==> src/rtl/fetch_ctrl_if.sv <==
// fetch_ctrl_if: instruction-memory, decode and redirect signals of the fetch sequencer
interface fetch_ctrl_if;
   logic        imem_req;
   logic [31:0] imem_addr;
   logic        imem_gnt;
   logic        imem_rvalid;
   logic [31:0] imem_rdata;
   logic        inst_valid;
   logic [31:0] inst_pc;
   logic [31:0] inst_data;
   logic        inst_ready;
   logic        redir_valid;
   logic [31:0] redir_pc;
   logic        halt;
   logic        redir_misalign;

   modport master (
      output imem_req, imem_addr, inst_valid, inst_pc, inst_data, redir_misalign,
      input  imem_gnt, imem_rvalid, imem_rdata, inst_ready, redir_valid, redir_pc, halt
   );

   modport slave (
      input  imem_req, imem_addr, inst_valid, inst_pc, inst_data, redir_misalign,
      output imem_gnt, imem_rvalid, imem_rdata, inst_ready, redir_valid, redir_pc, halt
   );
endinterface

==> src/rtl/fetch_ctrl.sv <==
// fetch_ctrl: PC sequencer with credit-limited imem fetch, instruction FIFO and redirect flush
module fetch_ctrl #(
   parameter logic [31:0] RESET_PC = 32'h0000_0000,
   parameter int          DEPTH    = 2
) (
   input logic          clk,
   input logic          rst_n,
   fetch_ctrl_if.master bus
);
   localparam int CW = $clog2(DEPTH + 1);
   localparam int AW = $clog2(DEPTH);

   typedef enum logic [1:0] {IDLE, FETCH, DRAIN} state_t;

   state_t        state, state_nxt;
   logic [31:0]   fetch_pc, resp_pc, redir_al;
   logic [CW-1:0] outst, outst_nxt, count;
   logic [AW-1:0] wr_ptr, rd_ptr;
   logic [31:0]   mem_pc   [DEPTH];
   logic [31:0]   mem_data [DEPTH];
   logic          redir, issue, resp, push, pop, misalign;

   function automatic logic [AW-1:0] ptr_inc(input logic [AW-1:0] p);
      return (p == AW'(DEPTH - 1)) ? '0 : p + AW'(1);
   endfunction

   // Outstanding plus buffered fetches never exceed DEPTH, so a response always has a FIFO slot
   assign bus.imem_req = (state == FETCH) & ~bus.halt & ~bus.redir_valid &
                         (({1'b0, outst} + {1'b0, count}) < (CW + 1)'(DEPTH));
   assign bus.imem_addr      = fetch_pc;
   assign bus.inst_valid     = (count != '0);
   assign bus.inst_pc        = mem_pc[rd_ptr];
   assign bus.inst_data      = mem_data[rd_ptr];
   assign bus.redir_misalign = misalign;

   // Handshake qualifiers; a redirect's stale count is simply the next outstanding count
   always_comb begin
      redir     = bus.redir_valid & (state != IDLE);
      redir_al  = {bus.redir_pc[31:2], 2'b00};
      issue     = bus.imem_req & bus.imem_gnt;
      resp      = bus.imem_rvalid & (outst != '0) & (state != IDLE);
      push      = resp & (state == FETCH) & ~redir;
      pop       = bus.inst_valid & bus.inst_ready;
      outst_nxt = outst + CW'(issue) - CW'(resp);
      state_nxt = (state == IDLE) ? FETCH :
                  (redir || state == DRAIN) ? ((outst_nxt == '0) ? FETCH : DRAIN) : state;
   end

   // State register
   always_ff @(posedge clk or negedge rst_n) begin
      if (!rst_n) state <= IDLE;
      else state <= state_nxt;
   end

   // Fetch/response PCs, outstanding count and misalign pulse
   always_ff @(posedge clk or negedge rst_n) begin
      if (!rst_n) begin
         fetch_pc <= RESET_PC;
         resp_pc  <= RESET_PC;
         outst    <= '0;
         misalign <= 1'b0;
      end else begin
         outst    <= outst_nxt;
         misalign <= redir & (|bus.redir_pc[1:0]);
         if (redir) begin
            fetch_pc <= redir_al;
            resp_pc  <= redir_al;
         end else begin
            if (issue) fetch_pc <= fetch_pc + 32'd4;
            if (push) resp_pc <= resp_pc + 32'd4;
         end
      end
   end

   // Instruction FIFO; a redirect empties it regardless of a same-cycle pop
   always_ff @(posedge clk or negedge rst_n) begin
      if (!rst_n) begin
         wr_ptr <= '0;
         rd_ptr <= '0;
         count  <= '0;
         for (int i = 0; i < DEPTH; i++) begin
            mem_pc[i]   <= '0;
            mem_data[i] <= '0;
         end
      end else if (redir) begin
         wr_ptr <= '0;
         rd_ptr <= '0;
         count  <= '0;
      end else begin
         if (push) begin
            mem_pc[wr_ptr]   <= resp_pc;
            mem_data[wr_ptr] <= bus.imem_rdata;
            wr_ptr           <= ptr_inc(wr_ptr);
         end
         if (pop) rd_ptr <= ptr_inc(rd_ptr);
         count <= count + CW'(push) - CW'(pop);
      end
   end
endmodule
==> src/flat_wrapper.sv <==
// flat-port wrapper written by rule: the top's interface ports become plain ports
module fetch_ctrl_flat 
#(
   parameter logic [31:0] RESET_PC = 32'h0000_0000,
   parameter int          DEPTH    = 2
)
  (clk, rst_n, bus_imem_req, bus_imem_addr, bus_inst_valid, bus_inst_pc, bus_inst_data, bus_redir_misalign, bus_imem_gnt, bus_imem_rvalid, bus_imem_rdata, bus_inst_ready, bus_redir_valid, bus_redir_pc, bus_halt);
  fetch_ctrl_if bus_i ();
  input logic clk;
  input logic rst_n;
  output wire logic [$bits(bus_i.imem_req)-1:0] bus_imem_req;
  output wire logic [$bits(bus_i.imem_addr)-1:0] bus_imem_addr;
  output wire logic [$bits(bus_i.inst_valid)-1:0] bus_inst_valid;
  output wire logic [$bits(bus_i.inst_pc)-1:0] bus_inst_pc;
  output wire logic [$bits(bus_i.inst_data)-1:0] bus_inst_data;
  output wire logic [$bits(bus_i.redir_misalign)-1:0] bus_redir_misalign;
  input wire logic [$bits(bus_i.imem_gnt)-1:0] bus_imem_gnt;
  input wire logic [$bits(bus_i.imem_rvalid)-1:0] bus_imem_rvalid;
  input wire logic [$bits(bus_i.imem_rdata)-1:0] bus_imem_rdata;
  input wire logic [$bits(bus_i.inst_ready)-1:0] bus_inst_ready;
  input wire logic [$bits(bus_i.redir_valid)-1:0] bus_redir_valid;
  input wire logic [$bits(bus_i.redir_pc)-1:0] bus_redir_pc;
  input wire logic [$bits(bus_i.halt)-1:0] bus_halt;
  assign bus_imem_req = bus_i.imem_req;
  assign bus_imem_addr = bus_i.imem_addr;
  assign bus_inst_valid = bus_i.inst_valid;
  assign bus_inst_pc = bus_i.inst_pc;
  assign bus_inst_data = bus_i.inst_data;
  assign bus_redir_misalign = bus_i.redir_misalign;
  assign bus_i.imem_gnt = bus_imem_gnt;
  assign bus_i.imem_rvalid = bus_imem_rvalid;
  assign bus_i.imem_rdata = bus_imem_rdata;
  assign bus_i.inst_ready = bus_inst_ready;
  assign bus_i.redir_valid = bus_redir_valid;
  assign bus_i.redir_pc = bus_redir_pc;
  assign bus_i.halt = bus_halt;
  fetch_ctrl #(.RESET_PC(RESET_PC), .DEPTH(DEPTH)) u_core (.clk(clk), .rst_n(rst_n), .bus(bus_i));
endmodule
==> config.mk <==
export PLATFORM = sky130hd
export DESIGN_NAME = fetch_ctrl_flat
export DESIGN_NICKNAME = d
export VERILOG_FILES = /design/src/rtl/fetch_ctrl_if.sv /design/src/rtl/fetch_ctrl.sv /design/src/flat_wrapper.sv
export SDC_FILE = /design/constraint.sdc
export NUM_CORES = 1
export LEC_CHECK = 0
export CORE_AREA = 2 2 133 135
export CTS_BUF_LIST = sky130_fd_sc_hd__clkbuf_8
export DETAILED_ROUTE_END_ITERATION = 8
export DIE_AREA = 0 0 135 137
export PLACE_DENSITY = 0.88
export SETUP_SLACK_MARGIN = 0.15
export SYNTH_ARGS = -nofsm -noshare
export SYNTH_HDL_FRONTEND = slang
export SYNTH_SLANG_ARGS = --single-unit
export TNS_END_PERCENT = 30
==> constraint.sdc <==
create_clock -name clk -period 3.4 [get_ports clk]
set_clock_uncertainty 0.05 [all_clocks]
set_input_delay 0.51 -clock clk [delete_from_list [all_inputs] [get_ports clk]]
set_output_delay 0.51 -clock clk [all_outputs]
set_load 0.02 [all_outputs]
; ---- Word-level counts from Yosys, hierarchy flattened
; Cells that the tools add are included.
[op_classes]
reduce_logical = 13
muxes = 24
addsub = 9
n_bitwise = 16
n_eq_ne = 2
magnitude_cmp = 4
[ops]
columns = op, count
row1 = $mux W32, 11
row2 = $bwmux W64, 2
row3 = $add A32 B3 Y32 const B, 2
row4 = $demux W32 S1, 1
row5 = $reduce_bool A2 Y1, 7
row6 = $and A1 B1 Y1, 11
row7 = $mux W2, 4
row8 = $mux W1, 6
row9 = $add A2 B1 Y2, 2
row10 = $ge A2 B2 Y1 const B, 2
row11 = $logic_not A2 Y1, 2
row12 = $not A1 Y2, 2
row13 = $sub A2 B1 Y2, 2
row14 = $add A2 B2 Y3, 1
row15 = $lt A3 B2 Y1 const B, 1
row16 = $not A1 Y1, 3
row17 = $add A1 B1 Y1 const B, 2
row18 = $eq A2 B1 Y1 const B, 1
row19 = $eq A2 B2 Y1 const B, 1
row20 = $lt A2 B1 Y1 const B, 1
row21 = $reduce_and A2 Y1, 1
row22 = $reduce_or A2 Y1, 1
row23 = $logic_and A1 B1 Y1, 1
row24 = $logic_or A1 B1 Y1, 1
[totals]
output_inout_bits = 99
elab_cells = 80
regBits = 201
input_bits = 71

; ---- Logic depth before layout (Yosys ltp)
[depth]
depth_word = 11
depth_mapped = 11
ltp_nobuf = 11

; ---- Worst setup path after synthesis
; Ideal clock, no wire load.
[synth_timing]
kind = register -> register
startpoint = reg u_core.outst[0]
endpoint = reg u_core.fetch_pc[26] (netlist: u_core.bus.imem_addr[26])
setup_time_ns = 0.071
slack_ns = 0.692
required_ns = 3.279
arrival_ns = 2.587
stages_incl_launch_ff = 10
path_buffers = 1
synth_period_minus_slack_ns = 2.708
path_cell_list = dfrtp_1 -> inv_1 -> nor2_1 -> fa_1 -> nor4_4 -> nand4_4 -> or3_1 -> buf_2 -> or4_1 -> nand4_1
[synth_between]
elab_chain_len = 5
[synth_rtl]
columns = item, line_no
row1 = "start, declared", fetch_ctrl.sv:17  ; logic [CW-1:0] outst, outst_nxt, count;
row2 = "start signal, assigned", fetch_ctrl.sv:63  ; outst <= outst_nxt;
row3 = $add A2 B2 Y3, fetch_ctrl.sv:29  ; (({1'b0, outst} + {1'b0, count}) < (CW + 1)'(DEPTH));
row4 = $lt A3 B2 Y1, fetch_ctrl.sv:29
row5 = $and A1 B1 Y1, fetch_ctrl.sv:28  ; assign bus.imem_req = (state == FETCH) & ~bus.halt & ~bus.redir_valid &
row6 = $and A1 B1 Y1, fetch_ctrl.sv:40  ; issue = bus.imem_req & bus.imem_gnt;
row7 = $reduce_bool A2 Y1 (no line), n/a
row8 = "end signal, assigned", fetch_ctrl.sv:66  ; fetch_pc <= redir_al;
row9 = "end signal, assigned", fetch_ctrl.sv:69  ; if (issue) fetch_pc <= fetch_pc + 32'd4;
row10 = "end, declared", fetch_ctrl.sv:16  ; logic [31:0] fetch_pc, resp_pc, redir_al;
; No other way between the ends.
; A chain may end at the register's enable or synchronous reset.

; ---- Worst setup path after layout
; Ends and elaborated chain as after synthesis.

==> results.sh <==
export IMPL_status="completed"
export IMPL_peakVddDrop_mv=0.685
export IMPL_r2r_setup_slack_ns=0.45
export IMPL_yosysTopAreaCell="dfrtp_1"
export IMPL_period_needed_ns=2.95
export IMPL_hp_class="in2async"
export IMPL_tritoncts="built"
export IMPL_drv_cap=0
export IMPL_synthFlopType="dfrtp_1"
export IMPL_post_dp_cell_area_mm2=0.0110
export IMPL_first_iter_violations=394
export IMPL_drv_slew=0
export IMPL_cp_required_ns=3.75
export IMPL_synth_cell_area_mm2=0.00907
export IMPL_total_power_uw=10300
export IMPL_nets=989
export IMPL_cts_htree_levels=4
export IMPL_crit_arrival_ns=3.30
export IMPL_path_clk_slew_ns=0.10
export IMPL_critical_path_class="reg2reg"
export IMPL_routed_wl_um=21700
export IMPL_ctsRootBufferMaster="clkbuf_8"
export IMPL_crit_fanout=8
export IMPL_crit_reg2reg_launch="u_core.outst[0]$_DFF_PN0_"
export IMPL_overflow=0
export IMPL_route_detailed_drc=0
export IMPL_clockBufferDepth=2
export IMPL_worst_pin_slew_ns=0.924
export IMPL_leakage_uw=0.00478
export IMPL_fin_ws_ns=0.446
export IMPL_fmax_mhz=338
export IMPL_layout_drive_gt1_share_pct=23.2
export IMPL_die_area_mm2=0.0185
export IMPL_syn_to_final_growth_pct=26.3
export IMPL_seq_area_frac_synth_pct=53.2
export IMPL_grt_max_degree=80
export IMPL_num_antenna_cells=0
export IMPL_async_flop_share_pct=100
export IMPL_dp_hpwl_um=15400
export IMPL_cts_hold_fix_buffers=0
export IMPL_core_area_mm2=0.0171
export IMPL_p_per_area_mw_per_mm2=899
export IMPL_synth_cell_types=45
export IMPL_gr_usage_all_layers_pct=24.6
export IMPL_grt_pass1_wl_um=35100
export IMPL_netlist_instances=746
export IMPL_gp_congestion=0.961
export IMPL_p_int_uw=6470
export IMPL_crit_path_start_kind="flop"
export IMPL_port_buffers=165
export IMPL_stdcell_area_mm2=0.0115
export IMPL_dp_cells=1116
export IMPL_cts_sinks=193
export IMPL_setup_tns_final_ns=0
export IMPL_worst_setup_path_end_kind="flop"
export IMPL_p_seq_share_pct=39.9
export IMPL_reg2reg_depth=9
export IMPL_start_util_pct=53.2
export IMPL_ys_ff_latch=193
export IMPL_switchingPower_uw=3830
export IMPL_die_height_um=137
export IMPL_ys_top_cells_by_area="dfrtp_1 53%, mux2_2 20%, mux2_1 3.5%"
export IMPL_vias_per_cell=5.67
export IMPL_combPwrFrac_pct=45.2
export IMPL_yosys_warnings=0
export IMPL_synth_edf_count=0
export IMPL_clk_latency_ns=0.46
export IMPL_num_fill_cells=1298
export IMPL_fp_row_count=48
export IMPL_drt_pass1_iter_count=5
export IMPL_synth_top_area_share_pct=53.2
export IMPL_finalHoldViolations=0
export IMPL_vias=6513
export IMPL_post_drt_wl_per_cell_um=18.9
export IMPL_die_w_um=135
export IMPL_ios=170
export IMPL_grt_antenna_before_repair=1
export IMPL_maxSlewHeadroom_pct=37.8
export IMPL_finalSetupViolCount=0
export IMPL_grt_pass1_vias=6614
export IMPL_avgSynthCellArea_um2=12.2
export IMPL_antenna_left=0
export IMPL_cts_buffers=17
export IMPL_period_share_pct=86.9
export IMPL_final_cells=1149
export IMPL_r2r_end="u_core.bus.imem_addr[26]$_DFFE_PN0P_"
export IMPL_power_frac_clock_pct=14.8
export IMPL_swShare_pct=37.2
export IMPL_dp_slack_ns=0.354
export IMPL_rsz0062_at_grt="no"
## metrics by stage
stage               hold WS (ns)  utilization, %
detailed placement         0.423            64.8
floorplan                  0.164               -
global route              0.0540            67.2
CTS                       0.0392            67.2
finish                    0.0306            67.2
global placement           0.412            64.8
## synthesized netlist by cell type (all sizes together) (4+ instances only)
library cell and instances:
mux2 186, nor3 14, nor4 14, nand2 31, dfrtp 193, clkbuf 11
nand3 31, and3 8, ha 6, xor2 24, a31oi 6, o21ai 11
nor2 46, nand4 15, and2 4, inv 13, and4 6, buf 26
or3 6, xnor2 31, a21oi 46
## flip-flops by register name (all words and copies together) (netlist names)
signal and cells:
u_core.mem_data 64, u_core.count 2, u_core.outst 2, u_core.bus.redir_misalign 1, u_core.mem_pc 60, u_core.bus.imem_addr 30, u_core.rd_ptr 1, u_core.state 2
u_core.wr_ptr 1, u_core.resp_pc 30
## repair_timing
action / CTS / global route
endpoints found under the setup margin: 1 / 0
resized for setup: 1 / 0
buffers inserted: 1 / 0
## cell usage in the layout (no fill, tap or decap), types with 2 or more instances in the layout
cell,count
or3_1,6
conb_1,4
clkbuf_8,22
nand2_1,31
nor4_1,12
o211ai_1,2
buf_4,9
a21oi_1,46
and2_1,3
nand4_1,14
inv_1,15
xnor2_1,31
or4_1,2
o21ai_0,9
mux2_1,28
buf_12,6
bufinv_16,2
a31oi_1,6
and3_1,8
clkdlybuf4s50_1,163
nor2b_1,2
mux2_2,158
clkinv_2,3
nand3_1,30
ha_1,6
nor2_1,46
xor2_1,24
and4_1,6
dfrtp_1,192
nor3_1,13
## layer usage
metal	vias to the layer above	GRT usage [%]	share of wire, %
li1	2983	-	-
met1	3227	34.0	44
met2	273	39.3	47
met3	28	5.63	7.1
met4	2	6.83	1.7
met5	-	0	0.060
## worst max-delay path, cell delays in order (launching register included)
cell	delay, ns
dfrtp_1	0.38
inv_1	0.07
nor2_1	0.16
fa_1	0.47
nor4_4	0.31
buf_4	0.19
nand4_4	0.15
or3_1	0.54
or4_1	0.50
nand4_1	0.09
## worst max path at each step
stage | start | cells after the start | slack (ns) | endpoint
final | u_core.outst[0]$_DFF_PN0_ | 9 | 0.45 | u_core.bus.imem_addr[26]$_DFFE_PN0P_
after global routing | u_core.outst[0]$_DFF_PN0_ | 9 | 0.27 | u_core.bus.imem_addr[26]$_DFFE_PN0P_
after CTS | u_core.outst[0]$_DFF_PN0_ | 6 | 0.42 | bus_imem_req
after detailed placement | bus_redir_valid | 6 | 0.35 | u_core.bus.imem_addr[26]$_DFFE_PN0P_
after global placement | bus_redir_valid | 6 | 0.40 | u_core.bus.imem_addr[26]$_DFFE_PN0P_
after floorplan | u_core.outst[0]$_DFF_PN0_ | 9 | 0.69 | u_core.bus.imem_addr[26]$_DFFE_PN0P_
## kinds of logic after synthesis
group	count (synthesis)	share of synthesized area, %
XOR/XNOR	55	5.31
other	1	0.0413
adder cells (fa/ha/maj)	7	1.05
AND/OR/NAND/NOR	184	10.7
AO/OA/AOI/OAI	69	4.11
buffers and inverters	51	2.50
flip-flops	193	53.2
multiplexers	186	23.1
## power by group through the flow
stage          registers (µW)  logic [µW]  clock network [µW]
2_1_floorplan            4010        2730                   0
3_3_place_gp             4070        4570                   0
3_5_place_dp             4140        4660                   0
4_1_cts                  4110        4700                1570
5_1_grt                  4260        5010                1660
6_report                 4120        4660                1530
## cell type report
type,count,area [µm²],area share (%)
Clock buffer,22,303,2.64
Clock inverter,10,108,0.939
Inverter,14,52.6,0.458
Multi-Input combinational cell,505,4050,35.3
Sequential cell,193,4830,42.1
Tap cell,225,282,2.46
Timing Repair Buffer,180,1840,16.0
Note: power is estimated with default switching activity, not from simulation.
